<file path="src/rtl/muldiv_unit.sv">
// Multi-cycle MULT/MULTU/DIV/DIVU unit owning the HI/LO registers.
// Shift-add multiply and restoring divide on magnitudes, sign-corrected in a final FIX cycle.
module muldiv_unit #(
  parameter int unsigned WIDTH = 32,
  parameter int unsigned CNT_W = 5
) (
  input  logic             clk,
  input  logic             rst_n,
  input  logic             start,
  input  logic [1:0]       op,
  input  logic [WIDTH-1:0] a,
  input  logic [WIDTH-1:0] b,
  input  logic             hi_we,
  input  logic             lo_we,
  input  logic [WIDTH-1:0] wdata,
  output logic             busy,
  output logic             done,
  output logic             div_by_zero,
  output logic [WIDTH-1:0] hi,
  output logic [WIDTH-1:0] lo
);

  localparam logic [1:0] S_IDLE = 2'd0;
  localparam logic [1:0] S_CALC = 2'd1;
  localparam logic [1:0] S_FIX  = 2'd2;

  logic [1:0]         state_q, state_d;
  logic [CNT_W-1:0]   cnt_q, cnt_d;
  logic               is_div_q, is_div_d;
  logic [WIDTH-1:0]   opa_q, opa_d;
  logic [WIDTH-1:0]   opb_q, opb_d;
  logic [2*WIDTH-1:0] acc_q, acc_d;
  logic               sgn_p_q, sgn_p_d;
  logic               sgn_r_q, sgn_r_d;
  logic               dbz_q, dbz_d;
  logic               done_q, done_d;
  logic               divz_q, divz_d;
  logic [WIDTH-1:0]   hi_q, hi_d;
  logic [WIDTH-1:0]   lo_q, lo_d;

  logic               is_signed;
  logic [WIDTH-1:0]   a_mag, b_mag;
  logic [2*WIDTH-1:0] mul_acc, div_acc;
  logic [WIDTH:0]     trial;
  logic [WIDTH-1:0]   quot, rem;

  assign is_signed = ~op[0];
  assign a_mag     = (is_signed && a[WIDTH-1]) ? -a : a;
  assign b_mag     = (is_signed && b[WIDTH-1]) ? -b : b;

  // opa_q is shifted left each iteration: it streams multiplier bits (MSB first)
  // for multiply and dividend bits into the partial remainder for divide.
  assign mul_acc = {acc_q[2*WIDTH-2:0], 1'b0} + (opa_q[WIDTH-1] ? {{WIDTH{1'b0}}, opb_q} : '0);
  assign trial   = {acc_q[2*WIDTH-1:WIDTH], opa_q[WIDTH-1]} - {1'b0, opb_q};
  assign div_acc = trial[WIDTH]
                 ? {acc_q[2*WIDTH-2:WIDTH], opa_q[WIDTH-1], acc_q[WIDTH-2:0], 1'b0}
                 : {trial[WIDTH-1:0], acc_q[WIDTH-2:0], 1'b1};

  assign quot = acc_q[WIDTH-1:0];
  assign rem  = acc_q[2*WIDTH-1:WIDTH];

  always_comb begin
    state_d  = state_q;
    cnt_d    = cnt_q;
    is_div_d = is_div_q;
    opa_d    = opa_q;
    opb_d    = opb_q;
    acc_d    = acc_q;
    sgn_p_d  = sgn_p_q;
    sgn_r_d  = sgn_r_q;
    dbz_d    = dbz_q;
    done_d   = 1'b0;
    divz_d   = 1'b0;
    hi_d     = hi_q;
    lo_d     = lo_q;

    case (state_q)
      S_IDLE: begin
        if (hi_we) hi_d = wdata;
        if (lo_we) lo_d = wdata;
        if (start) begin
          is_div_d = op[1];
          opa_d    = a_mag;
          opb_d    = b_mag;
          sgn_p_d  = is_signed & (a[WIDTH-1] ^ b[WIDTH-1]);
          sgn_r_d  = is_signed & a[WIDTH-1];
          acc_d    = '0;
          cnt_d    = '0;
          dbz_d    = op[1] && (b == '0);
          state_d  = (op[1] && (b == '0)) ? S_FIX : S_CALC;
        end
      end
      S_CALC: begin
        acc_d = is_div_q ? div_acc : mul_acc;
        opa_d = opa_q << 1;
        cnt_d = cnt_q + CNT_W'(1);
        if (cnt_q == CNT_W'(WIDTH - 1)) state_d = S_FIX;
      end
      S_FIX: begin
        state_d = S_IDLE;
        done_d  = 1'b1;
        divz_d  = dbz_q;
        if (!dbz_q) begin
          if (is_div_q) begin
            lo_d = sgn_p_q ? -quot : quot;
            hi_d = sgn_r_q ? -rem : rem;
          end else begin
            {hi_d, lo_d} = sgn_p_q ? -acc_q : acc_q;
          end
        end
      end
      default: state_d = S_IDLE;
    endcase
  end

  always_ff @(posedge clk or negedge rst_n) begin
    if (!rst_n) begin
      state_q  <= S_IDLE;
      cnt_q    <= '0;
      is_div_q <= 1'b0;
      opa_q    <= '0;
      opb_q    <= '0;
      acc_q    <= '0;
      sgn_p_q  <= 1'b0;
      sgn_r_q  <= 1'b0;
      dbz_q    <= 1'b0;
      done_q   <= 1'b0;
      divz_q   <= 1'b0;
      hi_q     <= '0;
      lo_q     <= '0;
    end else begin
      state_q  <= state_d;
      cnt_q    <= cnt_d;
      is_div_q <= is_div_d;
      opa_q    <= opa_d;
      opb_q    <= opb_d;
      acc_q    <= acc_d;
      sgn_p_q  <= sgn_p_d;
      sgn_r_q  <= sgn_r_d;
      dbz_q    <= dbz_d;
      done_q   <= done_d;
      divz_q   <= divz_d;
      hi_q     <= hi_d;
      lo_q     <= lo_d;
    end
  end

  assign busy        = (state_q != S_IDLE);
  assign done        = done_q;
  assign div_by_zero = divz_q;
  assign hi          = hi_q;
  assign lo          = lo_q;

endmodule
</file>
<file path="config.mk">
export PLATFORM = sky130hd
export DESIGN_NAME = muldiv_unit
export DESIGN_NICKNAME = d
export VERILOG_FILES = /design/src/rtl/muldiv_unit.sv
export SDC_FILE = /design/constraint.sdc
export NUM_CORES = 1
export LEC_CHECK = 0
export BUFFER_PORTS_ARGS = -buffer_cell sky130_fd_sc_hd__buf_2
export CAP_MARGIN = 20
export CORE_UTILIZATION = 45
export CTS_BUF_LIST = sky130_fd_sc_hd__clkbuf_8
export DETAILED_ROUTE_END_ITERATION = 12
export GPL_ROUTABILITY_DRIVEN = 0
export PLACE_DENSITY = 0.64
export SLEW_MARGIN = 25
export SYNTH_ARGS = -nofsm -noshare
export SYNTH_HDL_FRONTEND = slang
export SYNTH_SLANG_ARGS = --single-unit
</file>
<file path="constraint.sdc">
create_clock -name clk -period 3.97 [get_ports clk]
set_clock_uncertainty 0.1 [all_clocks]
set_input_delay 0.794 -clock clk [delete_from_list [all_inputs] [get_ports clk]]
set_output_delay 0.794 -clock clk [all_outputs]
set_load 0.02 [all_outputs]
</file>
==> run metrics <==
H-tree Lvls 2; vias in the first global route 15700; CP max FO 32; first-pass GRT wire length 88100 um; die area 37900 um^2; CTS clk-pin slew, worst paths 0.06 ns; outcome finished, final reports clean; RSZ-0062 raised after global routing yes; Initial Util 45.7%; top cell type's share of synthesized area 30.7%; maximum operating frequency 0.261 GHz; Final Cell Area 18900 um^2; fillcell total 3591; wire per inst 20.7 um; Syn Nets 2287; Die H 195 um; Port Buffers 169; required time of the critical path 4.29 ns; I/O pin cnt 170; area leader, netlist dfrtp_1; Rows 70; antenna-violating nets left 0; largest net degree at the start of global routing 82; DR iter-0 viols 1565; count of pins over their slew limit 0; Seq/Total Area, Yosys 30.7%; Die Wd 195 um; CTS sink cnt 205; minimum clock period 3.84 ns; Synth area leaders dfrtp_1 (31%), nand2_1 (6.0%), o21ai_0 (6.0%); drt pass-1 iters 6; mean area per synthesized cell 7.92 um^2; Crit. End Element register; FFs w/ async S/R, synth 100%; Post-CTS Setup Repair Bufs 0; crit start category register; worst vdd ir 0.429 mV; Slew @ Worst Pin 0.980 ns; # diodes 0; CP arrival 4.16 ns; latest clock arrival within the worst-skew pair 0.57 ns; synthesized area 16700 um^2; P&R area growth vs syn 13.3%; Cell variety after synth 87; period utilization 96.6%; Slew headroom 34.7%; placed instance area 18100 um^2; Leakage 8.49 nW; layout cells sized above 1 15.2%; Final Hold Viols 0; HPWL after detailed placement 43800 um; maximum clock path buffer count 3; overflow left after global routing 0; Post-layout nets 2421; Ys Warns 0; setup violators final 0; Setup CP Type reg2reg; CTS tree yes; all-layer global routing usage 29.5%; initial antenna violation count 1; mean number of vias per cell 6.10; cell area power density 947 nW/um^2; hold crit path type in2async; Post-Route WL 56600 um; Post-synth EDFFs 0; TNS Setup 0 ns; Synth Register Bits 205; via count 16700; CTS Root Cell clkbuf_8; Main synth FF type dfrtp_1; # DRC 0; CTS Buf Count 39; Core Area 36600 um^2; Syn Inst Count 2111; max cap viols 0
-- Yosys cell counts, types with 17 or more instances --
cell type	number
a31oi_1	20
ha_1	71
a211oi_1	28
clkbuf_1	115
xor2_1	76
nand2b_1	17
nor2_1	209
o31ai_1	47
or3_1	25
nand3_1	35
and3_1	19
o21ai_0	201
xnor2_1	106
a22oi_1	42
mux2i_1	38
nand2_1	269
nor3_1	23
inv_1	70
dfrtp_1	205
o21a_1	17
a21oi_1	137
a21o_1	38
nand4_1	26
-- stage by stage --
stage                     utilization, %  power (mW)  hold slack [ns]  setup WS, ns  std cells
after floorplan                        -        12.1            0.345         0.352       2111
after global placement              49.6        15.3            0.353         0.185       2672
after detailed placement            49.6        15.5            0.361         0.158       2672
after CTS                           51.7        17.7            0.184         0.153       2738
after global routing                51.7        19.2            0.224       -0.0105       2738
final                               51.7        17.9            0.194         0.133       2738
-- worst max-delay path, stage by stage (launching register included) --
cell	delay [ns]
dfrtp_1	0.44
inv_1	0.13
buf_12	0.19
nor2_1	0.08
ha_1	0.36
and4_1	0.24
nand3_1	0.08
a21oi_1	0.16
o21ai_1	0.13
a211oi_2	0.38
o2111ai_1	0.16
buf_4	0.21
a2111oi_0	0.55
xor2_1	0.14
a221o_1	0.34
-- final timing paths --
check / startpoint / slack, ns / endpoint / cells past startpoint
setup / recovery: opa_q[31]$_DFFE_PN0P_ / 0.13 / acc_q[52]$_DFFE_PN0P_ / 14
setup reg to reg: opa_q[31]$_DFFE_PN0P_ / 0.13 / acc_q[52]$_DFFE_PN0P_ / 14
max in group asynchronous: rst_n / 2.70 / is_div_q$_DFFE_PN0P_ / 2
hold / removal: rst_n / 0.19 / lo[14]$_DFFE_PN0P_ / 1
hold reg to reg: hi[29]$_DFFE_PN0P_ / 0.37 / hi[29]$_DFFE_PN0P_ / 2
min in group clk: hi[29]$_DFFE_PN0P_ / 0.37 / hi[29]$_DFFE_PN0P_ / 2
-- flip-flops by register name, indices dropped and copies added, names as in the netlist, 2 cells and up --
register and count:
hi 32, opa_q 32, acc_q 64, lo 32, cnt_q 5, state_q 2
opb_q 32
-- report_power, final --
part	switching [mW]	internal [mW]	leakage (nW)
clock	0.946	1.17	0.443
combinational	7.19	4.48	5.49
sequential	1.08	3.07	2.56
total	9.21	8.73	8.49
-- repair_timing --
item | 4_1_cts | 5_1_grt
endpoints found under the setup margin | 0 | 13
hold buffers | 0 | 0
endpoints found under the hold margin | 0 | 0
gates resized for setup | 0 | 7
-- cell families (layout without fill, tap and decap cells) --
group	count (synthesis)	after routing	synth area share, %
mux	39	39	2.34
xor+xnor	182	182	9.54
compound gates	678	678	26.5
buf+inv	214	373	4.99
simple gates	720	720	20.4
fa+ha+maj	73	73	5.55
flops	205	205	30.7
-- routing by layer --
layer	vias up	track usage (%)	part of all wire, %	wire (um)
met4	0	14.5	4.9	2790
met1	7815	40.0	43	24500
met3	142	4.70	8.8	5000
li1	7881	-	-	-
met2	862	45.7	43	24300
met5	-	0	0	0
-- cell usage in the layout (no fill, tap or decap), types with 35 or more instances in the layout --
master,synthesis,final
a21o_1,38,38
a21oi_1,137,136
a22oi_1,42,42
buf_2,13,168
buf_4,0,64
clkbuf_8,0,50
dfrtp_1,205,204
ha_1,71,71
inv_1,70,81
mux2i_1,38,38
nand2_1,269,267
nand3_1,35,35
nor2_1,209,207
o21ai_0,201,200
o31ai_1,47,47
xnor2_1,106,106
xor2_1,76,76
-- area by class of cell --
type,instances,area [um^2],area share (%)
clock buffers,49,674,3.56
clock inverters,17,105,0.555
inverters,71,267,1.41
multi-input cells,1692,10800,56.9
flip-flops and latches,205,5130,27.1
well taps,468,586,3.09
repair buffers,236,1400,7.37
Power figures use the tool's default switching activity.
